`src/rtl/arb_requester_port_if.sv`:
```
// Handshake bundle for one arbiter requester port: the val/rdy beat stream
// going in and the req/grant/lock arbiter signals with the head beat going out.
interface arb_requester_port_if #(
  parameter int p_msg_nbits = 32
);
  logic                   in_val;
  logic                   in_rdy;
  logic [p_msg_nbits-1:0] in_msg;
  logic                   in_last;
  logic                   req;
  logic                   grant;
  logic                   lock;
  logic [p_msg_nbits-1:0] out_msg;
  logic                   out_last;

  // Beat producer and arbiter side.
  modport master (
    output in_val, in_msg, in_last, grant,
    input  in_rdy, req, lock, out_msg, out_last
  );

  // Requester port side.
  modport slave (
    input  in_val, in_msg, in_last, grant,
    output in_rdy, req, lock, out_msg, out_last
  );
endinterface

```
`src/rtl/arb_requester_port.sv`:
```
// Requester endpoint for the arbiter family: buffers val/rdy packet beats in a FIFO,
// requests the arbiter and holds lock across multi-beat packets.
// Optional starvation monitor (starve output) enabled by ARB_REQUESTER_PORT_STARVE_CNT_EN.
module arb_requester_port #(
  parameter int p_msg_nbits     = 32,
  parameter int p_depth         = 4,
  parameter int p_starve_thresh = 15
) (
  input  logic                       clk,
  input  logic                       reset,
  arb_requester_port_if.slave        bus,
  output logic [$clog2(p_depth):0]   count,
  output logic                       err,
  output logic                       state_dbg
`ifdef ARB_REQUESTER_PORT_STARVE_CNT_EN
  ,
  output logic                       starve
`endif
);

  localparam int AW = $clog2(p_depth);
  localparam int CW = AW + 1;

  localparam logic [0:0] IDLE   = 1'b0;
  localparam logic [0:0] LOCKED = 1'b1;

  // Handshake: a beat enters on in_val && in_rdy at a rising edge; a beat leaves
  // on req && grant at a rising edge. Both may happen in the same cycle.
  logic [p_msg_nbits:0] mem [p_depth];
  logic [AW-1:0]        wr_ptr;
  logic [AW-1:0]        rd_ptr;
  logic [0:0]           state;
  logic                 push;
  logic                 xfer;
  logic                 head_last;

  assign bus.in_rdy   = (count < CW'(p_depth));
  assign bus.req      = (count != '0);
  assign bus.lock     = (state == LOCKED);
  assign bus.out_msg  = mem[rd_ptr][p_msg_nbits:1];
  assign bus.out_last = mem[rd_ptr][0];
  assign head_last    = mem[rd_ptr][0];
  assign state_dbg    = state;

  assign push = bus.in_val && bus.in_rdy;
  assign xfer = bus.req && bus.grant;

  // Storage carries no reset; validity is tracked by the pointers and count.
  always_ff @(posedge clk) begin
    if (push) mem[wr_ptr] <= {bus.in_msg, bus.in_last};
  end

  always_ff @(posedge clk or negedge reset) begin
    if (!reset) begin
      wr_ptr <= '0;
      rd_ptr <= '0;
      count  <= '0;
    end else begin
      if (push) wr_ptr <= wr_ptr + 1'b1;
      if (xfer) rd_ptr <= rd_ptr + 1'b1;
      case ({push, xfer})
        2'b10:   count <= count + 1'b1;
        2'b01:   count <= count - 1'b1;
        default: count <= count;
      endcase
    end
  end

  always_ff @(posedge clk or negedge reset) begin
    if (!reset) begin
      state <= IDLE;
    end else if (xfer) begin
      state <= head_last ? IDLE : LOCKED;
    end
  end

  // A grant with nothing requested is an arbiter protocol violation; latch it.
  always_ff @(posedge clk or negedge reset) begin
    if (!reset) begin
      err <= 1'b0;
    end else if (bus.grant && !bus.req) begin
      err <= 1'b1;
    end
  end

`ifdef ARB_REQUESTER_PORT_STARVE_CNT_EN
  localparam int SW = $clog2(p_starve_thresh + 1) + 1;

  logic [SW-1:0] starve_cnt;
  logic [SW-1:0] starve_cnt_nxt;

  always_comb begin
    starve_cnt_nxt = '0;
    if (bus.req && !bus.grant) begin
      starve_cnt_nxt = (starve_cnt == '1) ? starve_cnt : starve_cnt + 1'b1;
    end
  end

  always_ff @(posedge clk or negedge reset) begin
    if (!reset) begin
      starve_cnt <= '0;
      starve     <= 1'b0;
    end else begin
      starve_cnt <= starve_cnt_nxt;
      starve     <= (starve_cnt_nxt > SW'(p_starve_thresh));
    end
  end
`endif

endmodule

```
`src/flat_wrapper.sv`:
```
// flat-port wrapper written by rule: the top's interface ports become plain ports
module arb_requester_port_flat 
#(
  parameter int p_msg_nbits     = 32,
  parameter int p_depth         = 4,
  parameter int p_starve_thresh = 15
)
  (clk, reset, count, err, state_dbg, bus_in_val, bus_in_msg, bus_in_last, bus_grant, bus_in_rdy, bus_req, bus_lock, bus_out_msg, bus_out_last);
  arb_requester_port_if #(.p_msg_nbits(p_msg_nbits)) bus_i ();
  input  logic clk;
  input  logic reset;
  output logic [$clog2(p_depth):0] count;
  output logic err;
  output logic state_dbg;
  input wire logic [$bits(bus_i.in_val)-1:0] bus_in_val;
  input wire logic [$bits(bus_i.in_msg)-1:0] bus_in_msg;
  input wire logic [$bits(bus_i.in_last)-1:0] bus_in_last;
  input wire logic [$bits(bus_i.grant)-1:0] bus_grant;
  output wire logic [$bits(bus_i.in_rdy)-1:0] bus_in_rdy;
  output wire logic [$bits(bus_i.req)-1:0] bus_req;
  output wire logic [$bits(bus_i.lock)-1:0] bus_lock;
  output wire logic [$bits(bus_i.out_msg)-1:0] bus_out_msg;
  output wire logic [$bits(bus_i.out_last)-1:0] bus_out_last;
  assign bus_i.in_val = bus_in_val;
  assign bus_i.in_msg = bus_in_msg;
  assign bus_i.in_last = bus_in_last;
  assign bus_i.grant = bus_grant;
  assign bus_in_rdy = bus_i.in_rdy;
  assign bus_req = bus_i.req;
  assign bus_lock = bus_i.lock;
  assign bus_out_msg = bus_i.out_msg;
  assign bus_out_last = bus_i.out_last;
  arb_requester_port #(.p_msg_nbits(p_msg_nbits), .p_depth(p_depth), .p_starve_thresh(p_starve_thresh)) u_core (.clk(clk), .reset(reset), .bus(bus_i), .count(count), .err(err), .state_dbg(state_dbg));
endmodule
```
`config.mk`:
```
export PLATFORM = sky130hd
export DESIGN_NAME = arb_requester_port_flat
export DESIGN_NICKNAME = d
export VERILOG_FILES = /design/src/rtl/arb_requester_port_if.sv /design/src/rtl/arb_requester_port.sv /design/src/flat_wrapper.sv
export SDC_FILE = /design/constraint.sdc
export NUM_CORES = 1
export LEC_CHECK = 0
export ABC_AREA = 1
export ABC_CLOCK_PERIOD_IN_PS = 3030
export CAP_MARGIN = 0
export CORE_AREA = 3 3 87 130
export CTS_BUF_LIST = sky130_fd_sc_hd__clkbuf_4 sky130_fd_sc_hd__clkbuf_8
export CTS_CLUSTER_DIAMETER = 50
export DETAILED_ROUTE_END_ITERATION = 12
export DIE_AREA = 0 0 90 133
export PLACE_DENSITY = 0.8
export SETUP_SLACK_MARGIN = 0.2
export SLEW_MARGIN = 20
export SYNTH_ARGS = -nofsm -noshare
export SYNTH_HDL_FRONTEND = slang
export SYNTH_SLANG_ARGS = --single-unit
```
`constraint.sdc`:
```
create_clock -name clk -period 3.03 [get_ports clk]
set_input_delay 0.4545 -clock clk [delete_from_list [all_inputs] [get_ports clk]]
set_output_delay 0.4545 -clock clk [all_outputs]
set_load 0.02 [all_outputs]
```
==> results of run 1 <==
## worst reg2reg max path, cell delays in order (launching register included)
cell,delay (ns)
dfrtp_1,0.41
inv_2,0.10
nand2_1,0.32
nor2_4,0.60
buf_4,0.31
## logic make-up (layout without fill, tap and decap cells)
group | Yosys count | after routing | share of synthesized area
buffers and inverters | 38 | 135 | 0.03709
AND/OR/NAND/NOR | 94 | 94 | 0.09217
flip-flops | 141 | 141 | 0.7261
AO/OA/AOI/OAI | 100 | 100 | 0.1258
adder cells (fa/ha/maj) | 6 | 6 | 0.01431
XOR/XNOR | 3 | 3 | 0.004555
## worst min path at each step
stage                                  end       start  depth (start not counted)
after global routing       u_core.count[1]       reset                          1
after global placement          u_core.err  u_core.err                          1
final                     u_core.rd_ptr[1]       reset                          1
after CTS                  u_core.count[0]       reset                          1
after detailed placement        u_core.err  u_core.err                          1
after floorplan            u_core.bus.lock       reset                          0
## state kept, by name, indices dropped and copies added (netlist names)
signal,flops
u_core.count,3
u_core.bus.lock,1
u_core.rd_ptr,2
u_core.err,1
u_core.mem,132
u_core.wr_ptr,2
## cell type report
class | instances | area, um2
clock buffer | 17 | 234.0
clock inverter | 14 | 224.0
fill | 701 | 3069
timing repair buffer | 88 | 893.4
tap | 141 | 176.4
sequential | 141 | 4190
inverter | 16 | 63.81
multi-input combinational | 203 | 1396
## cell usage after synthesis, drive strengths merged
master,count,area share
a21oi,1,0.00087
a31o,1,0.0015
buf,16,0.022
clkbuf,6,0.0046
dfrtp,9,0.039
edfxtp,132,0.69
fa,1,0.0035
ha,5,0.011
inv,16,0.010
nand2,20,0.013
nand3,3,0.0026
nand4,1,0.0011
nor2,70,0.075
o21ai,66,0.057
o22ai,32,0.066
xnor2,2,0.0030
xor2,1,0.0015
## per-layer routing
| metal | global-route usage | part of all wire | vias to the layer above |
|---|---|---|---|
| met1 | 0.2127 | 0.37 | 1677 |
| met3 | 0.05518 | 0.048 | 15 |
| met5 | 0 | 0 | - |
| met4 | 0.07581 | 0.016 | 0 |
| met2 | 0.3613 | 0.56 | 97 |
| li1 | - | - | 1573 |
## placed cells by master, fill, tap and decap left out, types with 2 or more instances in the layout
master / instances
edfxtp_1: 132
clkdlybuf4s50_1: 77
o21ai_0: 62
nor2_1: 37
o22ai_2: 29
nor2_4: 24
nand2_1: 20
clkbuf_8: 17
inv_1: 13
nor2_2: 9
dfrtp_1: 8
bufinv_16: 6
buf_4: 6
ha_1: 5
clkinv_2: 4
o21ai_1: 4
nand3_1: 3
o22ai_1: 3
clkinv_1: 3
xnor2_1: 2
clkinv_4: 2
buf_12: 2
buf_6: 2
## stage by stage
stage / instance area, um2 / hold WS (ns) / total power [W]
6_report: 7178 / 0.3492 / 0.007500
5_1_grt: 7178 / 0.3482 / 0.007913
4_1_cts: 7164 / 0.3340 / 0.007555
3_5_place_dp: 6703 / 0.4551 / 0.005830
3_3_place_gp: 6703 / 0.4552 / 0.005739
2_1_floorplan: 5769 / 0.1589 / 0.004673
## power by group through the flow
stage	registers, W	logic, W	clock network (W)
after global placement	0.00264	0.00310	0
after detailed placement	0.00266	0.00317	0
after CTS	0.00262	0.00321	0.00173
final	0.00262	0.00316	0.00171
after floorplan	0.00268	0.00199	0
after global routing	0.00265	0.00344	0.00183
## what timing repair did
item                                    4_1_cts  5_1_grt
gates resized for setup                       1        6
setup buffers                                 0        0
endpoints found under the setup margin       33       32
==> metrics.md, run 1 <==
| Metric | Value |
|---|---|
| Status | completed |
| Min Tclk post-route | between 2 and 3 ns |
| Worst vdd ir | between 0.0006 and 0.0007 V |
| Max frequency | roughly 0.37 GHz |
| Residual DRC | 0 |
| Crit path max-delay family | buffers and inverters |
| Via density | ~5.4 |
| Max-Cap Viols | 0 |
| Antenna Nets Post-Route | 0 |
| Synth cell types | 26 |
| Sequential share of the synthesized area | 0.7261 |
| Critical Path AT | 2.23 ns |
| Clk pwr share | 0.228 |
| Vias in the first global route | around 3600 |
| Worst reg-to-reg path cell count | 4 |
| Ys Warns | 0 |
| Final Setup Violations | 0 |
| Sw Share | 0.3576 |
| # port buffers | between 70 and 80 |
| Hold crit path type | in -> async |
| Critical Path Start | u_core.rd_ptr[0] |
| Setup slack after layout | ~0.34 ns |
| Pint | between 0.004 and 0.005 W |
| Reg-to-reg slack, setup | 1.00 ns |
| CTS H-Tree Depth | 4 |
| Final core utilization | 0.7005 |
| Fraction of layout cells with a size suffix above 1 | 0.2213 |
| IO Pins | 78 |
| Seq pwr share | 0.350 |
| Comb pwr share | 0.422 |
| Post-DP HPWL | between 6 and 7 mm |
| Die Wd | about 90 um |
| Mean area per synthesized cell | 15.10 um2 |
| CTS hold repair buffers | 0 |
| Initial antenna violation count | 0 |
| Pin count of the biggest net entering global routing | roughly 70 |
| RSZ-0062 raised after global routing | no |
| LEAKAGE | around 2.5 nW |
| CP peak stage delay | between 0.6 and 0.7 ns |
| Rel. slew slack | 0.6085 |
| Critical path required time | approximately 2.6 ns |
| DR WL/cell | between 15 and 20 um |
| Gate count after technology mapping | about 380 |
| Worst flop-to-flop path startpoint | u_core.count[2] |
| Cells along the critical path | buf_8, o21ai_0, o22ai_1, clkdlybuf4s50_1 |
| Fin. Hold Viols | 0 |
| Final wirelength | roughly 11 mm |
| Area Overhead vs Synth | 24.42% |
| Placement Setup Slack | ~0.57 ns |
| Max stage delay cell, worst path | clkdlybuf4s50_1 |
| Global-route wire length before repair | between 15 and 20 mm |
| Crit path depth | 4 |
| Clk sinks | around 140 |
| Total track usage | 0.1966 |
| Initial DRC Count | roughly 160 |
| Syn_nets | 425 |
| Die height | about 130 um |
| Clk_skew | between 0.004 and 0.005 ns |
| CP Capture Type | output pin |
| Net switching power | between 0.002 and 0.003 W |
| Period utilization | 0.8866 |
| Max-slew violations | 0 |
| Max clock buf depth | 2 |
| Reg2reg end | u_core.mem[3][18] |
| Num CTS Buffers | 17 |
| Die area | ~12000 um2 |
| Antenna cells | 0 |
| CTS tree | done |
| GRT overflow | 0 |
| Layout Nets | 510 |
| Initial Util | 0.5630 |
| Core area | ~10000 um2 |
| Row Count | 45 |
| Clk Latency, worst-skew pair | roughly 0.43 ns |
| Mapped Area | approximately 5800 um2 |
| Drt first pass iters | 4 |
| Least-Margin Pin Slew | slightly below 0.6 ns |
| Clock Tree Root | clkbuf_8 |
| Crit-path max FO | 68 |
| Pwr/cell area | between 1000 and 1500 nW/um2 |
| Reg clk slew, reported paths | ~0.070 ns |
| Final Wtd Congestion | between 0.7 and 0.8 |
| Placed Cells | between 500 and 600 |
| CP bufs+invs | 2 |
| CP Capture Point | bus_out_msg[20] |
| Worst setup SP type | flop |
| TNS Setup | 0 ns |
| Post-route insts no fill | slightly above 600 |
| Yosys reg bits | roughly 140 |
| CP Class | reg -> out |
| Via Count | approximately 3400 |
No activity file was read; power rests on OpenSTA's default activity.
==> inputs of run 2 (changes only) <==
- CORE_AREA: 3 3 87 130 -> 3 3 81 140
- DIE_AREA: 0 0 90 133 -> 0 0 84 143
- SLEW_MARGIN: 20 -> not set
==> run 2 against run 1 <==
Sequential share of layout area is 0.84 points higher. Non-clock buffer count is 3 higher. Total power is 4.7% lower. Largest power group unchanged.
==> metrics.md, run 2 (same netlist as run 1, synthesis figures left out) <==
| Metric | Value |
|---|---|
| Status | completed |
| Antenna Nets Post-Route | 0 (unchanged) |
| Reg clk slew, reported paths | 0.08 ns (about the same) |
| IO Pins | 78 (unchanged) |
| Max clock buf depth | 2 (unchanged) |
| DR WL/cell | 17.92 um (+0.93%) |
| Initial DRC Count | 171 (+4.3%) |
| CP Class | reg -> out |
| Cell area after placement | 6708 um2 (about the same) |
| Registers with the most flip-flops | u_core.mem x132, u_core.count x3 |
| Final Wtd Congestion | 0.7532 (+3.3%) |
| Die area | 12010 um2 (+0.35%) |
| Reg2reg end | u_core.count[2] |
| Worst flop-to-flop path startpoint | u_core.count[2] |
| Global-route wire length before repair | 17.60 mm (-2.4%) |
| Residual DRC | 0 (unchanged) |
| Max frequency | 0.3698 GHz (-0.66%) |
| GR peak layer | met2 |
| Critical path required time | 2.58 ns (about the same) |
| Vias in the first global route | 3621 (+0.44%) |
| Core area | 10360 um2 (+1.1%) |
| Critical Path Start | u_core.rd_ptr[0] |
| Total track usage | 0.1931 (-0.003484) |
| TNS Setup | 0 ns (unchanged) |
| Post-DP HPWL | 7.061 mm (+2.2%) |
| Die Wd | 84 um (-6.7%) |
| Max reg flops | 132 (unchanged) |
| Drt first pass iters | 4 (unchanged) |
| Area Overhead vs Synth | 22.66% |
| Finished Cell Area | 7077 um2 (-1.4%) |
| # port buffers | 77 (unchanged) |
| Fin Hold WS | 0.3202 ns (-0.02896 ns) |
| Fraction of layout cells with a size suffix above 1 | 0.2340 (+0.01266) |
| CP peak stage delay | 0.63 ns (-0.03 ns) |
| Clk sinks | 141 (unchanged) |
| Most frequent cells in the layout | edfxtp_1 (132), clkdlybuf4s50_1 (77), o21ai_0 (62) |
| Period utilization | 0.8925 (+0.005913) |
| CP bufs+invs | 3 (+1) |
| Pwr/cell area | 1010 nW/um2 (-3.4%) |
| Hold crit path type | in -> async |
| Final core utilization | 0.6830 (-0.01748) |
| Worst reg-to-reg path cell count | 9 (+5) |
| Initial antenna violation count | 0 (unchanged) |
| Layout filler cell count | 721 (+2.9%) |
| Met2 global-route usage | 0.3445 (-0.01681) |
| Crit path max-delay family | buffers and inverters |
| Num CTS Buffers | 17 (unchanged) |
| Via Count | 3383 (+0.62%) |
| Rel. slew slack | 0.6368 (+0.02838) |
| Layout Nets | 513 (+0.59%) |
| Critical Path AT | 2.25 ns (+0.02 ns) |
| Placement Setup Slack | 0.6334 ns (+0.06742 ns) |
| Crit path depth | 5 (+1) |
| Via density | 5.546 (+2.3%) |
| Antenna cells | 0 (unchanged) |
| CTS H-Tree Depth | 4 (unchanged) |
| Clk Latency, worst-skew pair | 0.43 ns (about the same) |
| Postcts setup bufs | 0 (unchanged) |
| Crit-path max FO | 18 (-74%) |
| Initial Util | 0.5568 (-0.006187) |
| Grt met3 use | 0.05254 (-0.002636) |
| LEAKAGE | 2.411 nW (-1.7%) |
| Final wirelength | 10.93 mm (-0.70%) |
| GRT overflow | 0 (unchanged) |
| Max stage delay cell, worst path | clkdlybuf4s50_1 |
| Pin count of the biggest net entering global routing | 43 (-38%) |
| Fin. Hold Viols | 0 (unchanged) |
| Least-Margin Pin Slew | 0.5434 ns (-0.04250 ns) |
| Storage element area | 4190 um2 (unchanged) |
| Met1 Use GR | 0.2054 (-0.007288) |
| Max-Cap Viols | 0 (unchanged) |
| Setup slack after layout | 0.3258 ns (-0.01791 ns) |
| CTS tree | done |
| Cells along the critical path | clkinv_2, buf_4, o21ai_0, o22ai_2, clkdlybuf4s50_1 |
| Clk_skew | 0.005017 ns (+0.0005407 ns) |
| Worst setup SP type | flop |
| Row Count | 49 (+8.9%) |
| Min Tclk post-route | 2.704 ns (+0.01791 ns) |
| RSZ-0062 raised after global routing | no |
| Biggest register | u_core.mem |
| Die height | 143 um (+7.5%) |
| Worst vdd ir | 0.0006321 V (-4.1%) |
| Final Setup Violations | 0 (unchanged) |
| Max-slew violations | 0 (unchanged) |
| Reg-to-reg slack, setup | 1.02 ns (+0.02 ns) |
| Commonest non-fill, non-tap cell in the layout | edfxtp_1 |
| Area of the multi-input gates | 1396 um2 (unchanged) |
| CP Capture Type | output pin |
| Clock Tree Root | clkbuf_8 |
==> run 2: worst max path at each step <==
stage                        to  slack, ns
6_report         bus_out_msg[1]       0.33
5_1_grt            bus_out_last       0.20
4_1_cts         bus_out_msg[16]       0.22
3_5_place_dp    u_core.count[2]       0.63
2_1_floorplan  u_core.mem[0][0]       0.37
3_3_place_gp    u_core.count[2]       0.71
==> run 2: report_power, final <==
part	switching [W]	internal (W)	leakage (nW)
registers	0.000127	0.00249	1.30
clock network	0.000758	0.000595	0.176
logic	0.00188	0.00129	0.930
total	0.00277	0.00438	2.41
==> run 2: worst register-to-register path, stage by stage (launching register included) <==
cell and delay, ns:
dfrtp_1 0.39, inv_2 0.08, nand2_1 0.41, ha_1 0.27
inv_1 0.07, fa_1 0.38, nand2_1 0.10, nand3_1 0.09
nand2_1 0.07, nand2_1 0.04
==> run 2: what timing repair did <==
action	4_1_cts	5_1_grt
resized for setup	0	2
hold buffers	0	0
endpoints found under the hold margin	0	0
endpoints found under the setup margin	0	25
==> run 2: final cells by class <==
class / instances / area share
clock buffer: 17 / 0.03306
clock inverter: 15 / 0.01839
inverter: 16 / 0.008840
multi-input combinational: 203 / 0.1973
sequential: 141 / 0.5921
tap: 127 / 0.02245
timing repair buffer: 91 / 0.1278
==> run 2: stage by stage <==
stage,std cells,power (W)
floorplan,382,0.004673
global placement,578,0.005772
global route,610,0.007552
CTS,610,0.007223
finish,610,0.007145
detailed placement,578,0.005869
==> run 2: metal layers <==
| layer | share of wire | routed length [um] |
|---|---|---|
| met2 | 0.55 | 6029 |
| met5 | 0 | 0 |
| met4 | 0.032 | 347 |
| met3 | 0.038 | 412 |
| met1 | 0.38 | 4141 |
